File: src/rtl/wb_splitter_if.sv
// wb_splitter_if: bundle of the upstream (s_*) and per-target downstream (m_*)
// bus signals of the Wishbone-style splitter.
//   slave  modport: the splitter's view (takes upstream requests and target
//                   responses, drives upstream response and target requests).
//   master modport: the environment's view (initiator plus targets).
interface wb_splitter_if #(
  parameter int N  = 4,
  parameter int DW = 32,
  parameter int AW = 16,
  parameter int MW = DW / 8
);
  logic [AW-1:0]   s_addr;
  logic [DW-1:0]   s_rdata;
  logic [DW-1:0]   s_wdata;
  logic [MW-1:0]   s_wmsk;
  logic            s_we;
  logic            s_cyc;
  logic            s_ack;
  logic            s_err;
  logic [AW-1:0]   m_addr;
  logic [DW-1:0]   m_wdata;
  logic [MW-1:0]   m_wmsk;
  logic            m_we;
  logic [N-1:0]    m_cyc;
  logic [N*DW-1:0] m_rdata;
  logic [N-1:0]    m_ack;

  modport slave (
    input  s_addr, s_wdata, s_wmsk, s_we, s_cyc, m_rdata, m_ack,
    output s_rdata, s_ack, s_err, m_addr, m_wdata, m_wmsk, m_we, m_cyc
  );

  modport master (
    output s_addr, s_wdata, s_wmsk, s_we, s_cyc, m_rdata, m_ack,
    input  s_rdata, s_ack, s_err, m_addr, m_wdata, m_wmsk, m_we, m_cyc
  );
endinterface

File: src/rtl/wb_splitter.sv
// wb_splitter: single-initiator to N-target bus splitter.
// Decodes s_addr[AW-1 -: SW] as the target index, presents a registered request
// on m_cyc[idx] and the broadcast m_* fields, and returns the target's data as a
// one-cycle registered s_ack. Unmapped indices and targets that stay silent for
// TO busy cycles are terminated with s_err=1 and s_rdata=ERR_DATA.
// Ports:
//   clk   - clock
//   rst_n - asynchronous active-low reset
//   bus   - wb_splitter_if.slave (upstream s_* and downstream m_* signals)
module wb_splitter #(
  parameter int          N        = 4,
  parameter int          DW       = 32,
  parameter int          AW       = 16,
  parameter int          MW       = DW / 8,
  parameter int          SW       = 2,
  parameter int          TO       = 255,
  parameter logic [DW-1:0] ERR_DATA = '1
) (
  input  logic           clk,
  input  logic           rst_n,
  wb_splitter_if.slave   bus
);

  localparam int CW = $clog2(TO + 1);

  localparam logic [1:0] IDLE = 2'd0;
  localparam logic [1:0] BUSY = 2'd1;
  localparam logic [1:0] ACK  = 2'd2;

  logic [1:0]    state_q,   state_d;
  logic [CW-1:0] cnt_q,     cnt_d;
  logic [SW-1:0] idx_q,     idx_d;
  logic [N-1:0]  m_cyc_q,   m_cyc_d;
  logic [AW-1:0] m_addr_q,  m_addr_d;
  logic [DW-1:0] m_wdata_q, m_wdata_d;
  logic [MW-1:0] m_wmsk_q,  m_wmsk_d;
  logic          m_we_q,    m_we_d;
  logic [DW-1:0] s_rdata_q, s_rdata_d;
  logic          s_ack_q,   s_ack_d;
  logic          s_err_q,   s_err_d;

  logic [SW-1:0] s_idx;
  logic          mapped;
  logic          ack_sel;
  logic [DW-1:0] rd_sel;

  assign s_idx  = bus.s_addr[AW-1 -: SW];
  assign mapped = (32'(s_idx) < 32'(N));

  // Response mux over the latched index; acks from other targets never reach it.
  always_comb begin
    ack_sel = 1'b0;
    rd_sel  = '0;
    for (int unsigned k = 0; k < N; k++) begin
      if (idx_q == SW'(k)) begin
        ack_sel = bus.m_ack[k];
        rd_sel  = bus.m_rdata[DW*k +: DW];
      end
    end
  end

  always_comb begin
    state_d   = state_q;
    cnt_d     = cnt_q;
    idx_d     = idx_q;
    m_cyc_d   = m_cyc_q;
    m_addr_d  = m_addr_q;
    m_wdata_d = m_wdata_q;
    m_wmsk_d  = m_wmsk_q;
    m_we_d    = m_we_q;
    // Upstream response is non-zero only while in ACK, so it can be OR-combined.
    s_rdata_d = '0;
    s_ack_d   = 1'b0;
    s_err_d   = 1'b0;
    case (state_q)
      IDLE: begin
        if (bus.s_cyc) begin
          m_addr_d  = bus.s_addr;
          m_wdata_d = bus.s_wdata;
          m_wmsk_d  = bus.s_wmsk;
          m_we_d    = bus.s_we;
          idx_d     = s_idx;
          if (mapped) begin
            for (int unsigned k = 0; k < N; k++) begin
              m_cyc_d[k] = (s_idx == SW'(k));
            end
            cnt_d   = '0;
            state_d = BUSY;
          end else begin
            s_rdata_d = ERR_DATA;
            s_ack_d   = 1'b1;
            s_err_d   = 1'b1;
            state_d   = ACK;
          end
        end
      end
      BUSY: begin
        // An ack in the expiry cycle takes priority over the timeout.
        if (ack_sel) begin
          m_cyc_d   = '0;
          s_rdata_d = rd_sel;
          s_ack_d   = 1'b1;
          state_d   = ACK;
        end else if (cnt_q == CW'(TO - 1)) begin
          m_cyc_d   = '0;
          s_rdata_d = ERR_DATA;
          s_ack_d   = 1'b1;
          s_err_d   = 1'b1;
          state_d   = ACK;
        end else begin
          cnt_d = cnt_q + 1'b1;
        end
      end
      ACK: begin
        state_d = IDLE;
      end
      default: begin
        state_d = IDLE;
        m_cyc_d = '0;
      end
    endcase
  end

  always_ff @(posedge clk or negedge rst_n) begin
    if (!rst_n) begin
      state_q   <= IDLE;
      cnt_q     <= '0;
      idx_q     <= '0;
      m_cyc_q   <= '0;
      m_addr_q  <= '0;
      m_wdata_q <= '0;
      m_wmsk_q  <= '0;
      m_we_q    <= 1'b0;
      s_rdata_q <= '0;
      s_ack_q   <= 1'b0;
      s_err_q   <= 1'b0;
    end else begin
      state_q   <= state_d;
      cnt_q     <= cnt_d;
      idx_q     <= idx_d;
      m_cyc_q   <= m_cyc_d;
      m_addr_q  <= m_addr_d;
      m_wdata_q <= m_wdata_d;
      m_wmsk_q  <= m_wmsk_d;
      m_we_q    <= m_we_d;
      s_rdata_q <= s_rdata_d;
      s_ack_q   <= s_ack_d;
      s_err_q   <= s_err_d;
    end
  end

  assign bus.s_rdata = s_rdata_q;
  assign bus.s_ack   = s_ack_q;
  assign bus.s_err   = s_err_q;
  assign bus.m_addr  = m_addr_q;
  assign bus.m_wdata = m_wdata_q;
  assign bus.m_wmsk  = m_wmsk_q;
  assign bus.m_we    = m_we_q;
  assign bus.m_cyc   = m_cyc_q;

endmodule

File: src/flat_wrapper.sv
// flat-port wrapper written by rule: the top's interface ports become plain ports
module wb_splitter_flat 
#(
  parameter int          N        = 4,
  parameter int          DW       = 32,
  parameter int          AW       = 16,
  parameter int          MW       = DW / 8,
  parameter int          SW       = 2,
  parameter int          TO       = 255,
  parameter logic [DW-1:0] ERR_DATA = '1
)
  (clk, rst_n, bus_s_addr, bus_s_wdata, bus_s_wmsk, bus_s_we, bus_s_cyc, bus_m_rdata, bus_m_ack, bus_s_rdata, bus_s_ack, bus_s_err, bus_m_addr, bus_m_wdata, bus_m_wmsk, bus_m_we, bus_m_cyc);
  wb_splitter_if #(.N(N), .DW(DW), .AW(AW), .MW(MW)) bus_i ();
  input  logic clk;
  input  logic rst_n;
  input wire logic [$bits(bus_i.s_addr)-1:0] bus_s_addr;
  input wire logic [$bits(bus_i.s_wdata)-1:0] bus_s_wdata;
  input wire logic [$bits(bus_i.s_wmsk)-1:0] bus_s_wmsk;
  input wire logic [$bits(bus_i.s_we)-1:0] bus_s_we;
  input wire logic [$bits(bus_i.s_cyc)-1:0] bus_s_cyc;
  input wire logic [$bits(bus_i.m_rdata)-1:0] bus_m_rdata;
  input wire logic [$bits(bus_i.m_ack)-1:0] bus_m_ack;
  output wire logic [$bits(bus_i.s_rdata)-1:0] bus_s_rdata;
  output wire logic [$bits(bus_i.s_ack)-1:0] bus_s_ack;
  output wire logic [$bits(bus_i.s_err)-1:0] bus_s_err;
  output wire logic [$bits(bus_i.m_addr)-1:0] bus_m_addr;
  output wire logic [$bits(bus_i.m_wdata)-1:0] bus_m_wdata;
  output wire logic [$bits(bus_i.m_wmsk)-1:0] bus_m_wmsk;
  output wire logic [$bits(bus_i.m_we)-1:0] bus_m_we;
  output wire logic [$bits(bus_i.m_cyc)-1:0] bus_m_cyc;
  assign bus_i.s_addr = bus_s_addr;
  assign bus_i.s_wdata = bus_s_wdata;
  assign bus_i.s_wmsk = bus_s_wmsk;
  assign bus_i.s_we = bus_s_we;
  assign bus_i.s_cyc = bus_s_cyc;
  assign bus_i.m_rdata = bus_m_rdata;
  assign bus_i.m_ack = bus_m_ack;
  assign bus_s_rdata = bus_i.s_rdata;
  assign bus_s_ack = bus_i.s_ack;
  assign bus_s_err = bus_i.s_err;
  assign bus_m_addr = bus_i.m_addr;
  assign bus_m_wdata = bus_i.m_wdata;
  assign bus_m_wmsk = bus_i.m_wmsk;
  assign bus_m_we = bus_i.m_we;
  assign bus_m_cyc = bus_i.m_cyc;
  wb_splitter #(.N(N), .DW(DW), .AW(AW), .MW(MW), .SW(SW), .TO(TO), .ERR_DATA(ERR_DATA)) u_core (.clk(clk), .rst_n(rst_n), .bus(bus_i));
endmodule
File: config.mk
export PLATFORM = sky130hd
export DESIGN_NAME = wb_splitter_flat
export DESIGN_NICKNAME = d
export VERILOG_FILES = /design/src/rtl/wb_splitter_if.sv /design/src/rtl/wb_splitter.sv /design/src/flat_wrapper.sv
export SDC_FILE = /design/constraint.sdc
export NUM_CORES = 1
export LEC_CHECK = 0
export CORE_AREA = 4 4 112 114
export DETAILED_ROUTE_END_ITERATION = 8
export DIE_AREA = 0 0 116 118
export PLACE_DENSITY = 0.82
export REMOVE_ABC_BUFFERS = 1
export SLEW_MARGIN = 40
export SYNTH_ARGS = -nofsm -noshare
export SYNTH_HDL_FRONTEND = slang
export SYNTH_SLANG_ARGS = --single-unit
export TNS_END_PERCENT = 5
File: constraint.sdc
create_clock -name clk -period 5.1 [get_ports clk]
set_clock_uncertainty 0.15 [all_clocks]
set_input_delay 0.765 -clock clk [delete_from_list [all_inputs] [get_ports clk]]
set_output_delay 0.765 -clock clk [all_outputs]
set_load 0.05 [all_outputs]
# After elaboration in Yosys (flattened, before gate mapping)
# Index checks and enable logic that the tools add are counted.
# word_totals
ff_bits	103
output_inout_bits	91
word_cells	62
# op_classes
add_sub_neg	1
n_eq_ne	13
mux	28
bitwise	1
reduce_logical	8
# op_table
op	count
32-bit two-way mux	7
8-bit two-way mux	3
8-bit one-hot mux with 2 select lines	1
4-bit two-way mux	3
4-bit one-hot mux with 3 select lines	1
2-bit == test (second input constant)	5
1-bit two-way mux	9
8-bit by 1-bit adder with 8-bit output (second input constant)	1
8-bit == test (second input constant)	1
2-bit by 1-bit == test with 1-bit output (second input constant)	3
2-bit zero test	3
2-bit two-way mux	3
2-bit inequality test (second input constant)	3
2-bit one-hot mux with 2 select lines	1
2-bit AND reduction	2
4-bit AND reduction	1
3-bit by 1-bit inequality test with 1-bit output (second input constant)	1
3-bit AND reduction	1
2-bit nonzero test	1
1-bit inverter	1

# Longest topological paths before layout
# logic_depth
word_depth	7
mapped_depth	7
mapped_depth_nobuf	6

# Worst setup path before layout
# No wires, ideal clock.
# synth_timing
path_type	register to register
from	register u_core.idx_q[0]
to	register u_core.cnt_q[5]
arrival_time_ns	2.281
t_required_ns	4.872
slack_ns	2.591
path_stages_with_launch	6
path_buffers	1
period_less_slack_ns	2.509
path_cell_list	dfrtp_1 > buf_6 > mux4_2 > a211o_1 > or4_1 > a21oi_1
# synth_between
elab_chain_len	7
word_cells_on_any_way	10
# synth_rtl
element	line_no	text
from (decl)	wb_splitter.sv:32	logic [SW-1:0] idx_q, idx_d;
from (signal assigned)	wb_splitter.sv:140	idx_q <= idx_d;
2-bit zero test	wb_splitter.sv:55	if (idx_q == SW'(k)) begin
1-bit two-way mux (3 in a row)	wb_splitter.sv:55	
1-bit two-way mux (*)	wb_splitter.sv:55	
2-bit inequality test (no source line) (*)	n/a	
4-bit AND reduction (no source line) (*)	n/a	
to (signal assigned)	wb_splitter.sv:139	cnt_q <= cnt_d;
to (decl)	wb_splitter.sv:31	logic [CW-1:0] cnt_q, cnt_d;
# Mark *: on every way between the ends. The rest lies on a longest branch, timed or not.
# A chain may end at the register's enable or synchronous reset.

==> results.yml <==
outcome:
  outcome: "completed"
floorplan:
  initial_core_util_pct: 40.0
  coreArea_sq_um: 11400
  pin_count: 279
  die_h_um: 118
  num_rows: 39
  fp.dieArea_sq_um: 13700
  fp.dieW_um: 116
timing:
  rsz0062_at_grt: "false"
  setup_violations: 0
  slew_violations: 0
  fin_crit_sh_pct: 62.7
  setup_ws_ps: 1900
  min_period_ps: 3200
  hold_viol: 0
  max_freq_mhz: 313
  setup_tns_ps: 0
  max-slew-margin-rel_pct: 54.8
  worstMarginPinSlew_ps: 678
drt:
  drt_wl_total_um: 15400
  antenna_left: 0
  wl_met1_um: 5300
  vias_per_cell: 5.04
  first_pass_iters: 4
  wire_per_inst_um: 18.8
  dr_wl_met2_um: 7830
  route.detailed.drc: 0
  top_layer_used: "met4"
  num_vias: 4133
  drtIter0Drc: 332
  wl_met3_um: 1570
grt:
  grt_pass1_vias: 4497
  grt_max_degree: 60
  grt_antenna_before_repair: 0
  overflow: 0
  globalRouteTotalUtil_pct: 22.0
  grt_first_pass_wirelength_um: 23100
logic_synthesis:
  synth_cells: 404
  yosysTopAreaCellShare_pct: 55.4
  avgSynthCellArea_sq_um: 11.3
  ys_seq_area_share_pct: 55.4
  yosys-top-cells-area: "dfrtp_1, mux4_2, nand2_1"
  async_reset_ff_share_pct: 100
  synth.distinct_cells: 34
  synthesis.area_sq_um: 4570
  synth_edf_count: 0
  ys.flop_type: "dfrtp_1"
  yosysWarnings: 0
  synth_top_area_cell: "dfrtp_1"
  ys_ff_latch: 101
clock_network:
  post_cts_buffers: 0
  cts_tree: "yes"
  htree_levels: 3
  cts_sinks: 101
  path_clk_slew_ps: 70
  ctsHoldBuffers: 0
  cts_root_buf: "clkbuf_16"
  numCtsBuffers: 9
  worstSkewPairLatency_ps: 330
  cts_max_path_buffers: 2
  cts_resized: 0
cells_and_area:
  nNetsFinal: 862
  final_common_cell: "clkdlybuf4s50_1"
  antennaDiodeCount: 0
  area_growth_pct: 71.3
  layout_common_cells: "clkdlybuf4s50_1, nand2_1, dfrtp_1"
  drive_gt1_share_pct: 9.01
  fill_cells: 824
critical_path:
  reg2reg_setup_slack_ps: 2720
  r2r_cells: 5
  crit_arrival_ps: 2280
  cp.required_ps: 4180
  crit_type: "register to primary output"
  start_kind: "register"
  r2r-start: "u_core.bus.m_addr[15]$_DFFE_PN0P_"
  reg2reg_to: "u_core.cnt_q[5]$_DFFE_PN0P_"
  crit_fanout: 30
  end_kind: "primary output"
worst_hold_path:
  hp-class: "input pin to asynchronous set/reset pin"
pwr:
  ir_drop_mv: 0.476
  power.leakage_uw: 0.00342
  power-per-cell-area_nw_per_um2: 649
job:
  cap_violations: 0
placement:
  port_buffers: 278
  finalWeightedCongestion: 0.835
  pre_cts_slack_ps: 2140
  hpwlAfterDp_um: 12200
==> worst max-delay path, stage by stage, from the launching register on <==
cell and delay [ps]:
dfrtp_2 510, buf_4 520, clkdlybuf4s50_1 910
==> cells by family (layout without fill, tap and decap cells) <==
logic type	Yosys count	after routing	share of synthesized area, %
AND/OR/NAND/NOR	184	184	16.1
flip-flops	101	101	55.4
AO/OA/AOI/OAI	50	50	8.08
multiplexers	38	38	17.4
buffers and inverters	29	302	2.55
adder cells (fa/ha/maj)	2	2	0.548
==> worst max-delay path by stage <==
stage	start	to	slack [ps]
CTS	u_core.idx_q[0]$_DFFE_PN0P_	bus_m_addr[14]	1820
finish	u_core.idx_q[0]$_DFFE_PN0P_	bus_m_addr[14]	1900
detailed placement	bus_m_ack[0]	u_core.cnt_q[5]$_DFFE_PN0P_	2140
global placement	bus_s_cyc	u_core.bus.m_cyc[1]$_DFFE_PN0P_	2040
global route	u_core.idx_q[0]$_DFFE_PN0P_	bus_m_addr[14]	1720
floorplan	u_core.idx_q[0]$_DFFE_PN0P_	u_core.bus.s_rdata[0]$_DFF_PN0_	920
==> where the power goes <==
group	internal, uW	total (uW)	switching [uW]
Combinational	1100	3010	1910
Sequential	1140	1330	186
Clock	443	738	295
Total	2690	5080	2390
==> synth_stat cells (2+ instances only) <==
cell type	instances
nand3_1	2
inv_1	2
buf_1	5
nor2b_1	2
dfrtp_1	101
a21oi_1	4
nand2_1	166
nor2_1	3
o31ai_1	2
o21a_1	32
mux2i_1	4
nand2b_1	2
or4_1	2
nor3_1	2
ha_1	2
clkbuf_1	21
a211oi_1	2
mux4_2	33
o21ai_0	2
==> sequential cells by signal, summed over array words and instances (netlist names) <==
register and flops:
u_core.idx_q 1, u_core.bus.m_wmsk 4, u_core.cnt_q 8, u_core.bus.m_cyc 4, u_core.bus.m_addr 15, u_core.bus.m_wdata 32
u_core.bus.s_err 1, u_core.bus.s_rdata 32, u_core.bus.s_ack 1, u_core.bus.m_we 1, u_core.state_q 2
==> through the flow <==
step | area, sq um | instances | utilization (%) | total power (uW) | hold slack (ps)
2_1_floorplan | 4460 | 377 | - | 3270 | 307
3_3_place_gp | 7460 | 802 | 65.3 | 4290 | 306
3_5_place_dp | 7500 | 804 | 65.6 | 4380 | 311
4_1_cts | 7820 | 820 | 68.5 | 5130 | 328
5_1_grt | 7820 | 820 | 68.5 | 5320 | 349
6_report | 7820 | 820 | 68.5 | 5080 | 313
==> routing by layer <==
metal	vias up	global-route usage [%]
li1	1921	-
met1	1954	22.5
met2	215	39.0
met3	43	7.35
met4	0	11.6
met5	-	0
==> final cells by class <==
| cell class | count | area, sq um | area share (%) |
|---|---|---|---|
| Timing Repair Buffer | 284 | 2840 | 36.3 |
| Sequential cell | 101 | 2530 | 32.3 |
| Multi-Input combinational cell | 274 | 1940 | 24.8 |
| Clock buffer | 10 | 239 | 3.06 |
| Tap cell | 143 | 179 | 2.29 |
| Clock inverter | 6 | 86.3 | 1.10 |
| Inverter | 2 | 7.51 | 0.0960 |
Note: power is estimated with default switching activity, not from simulation.
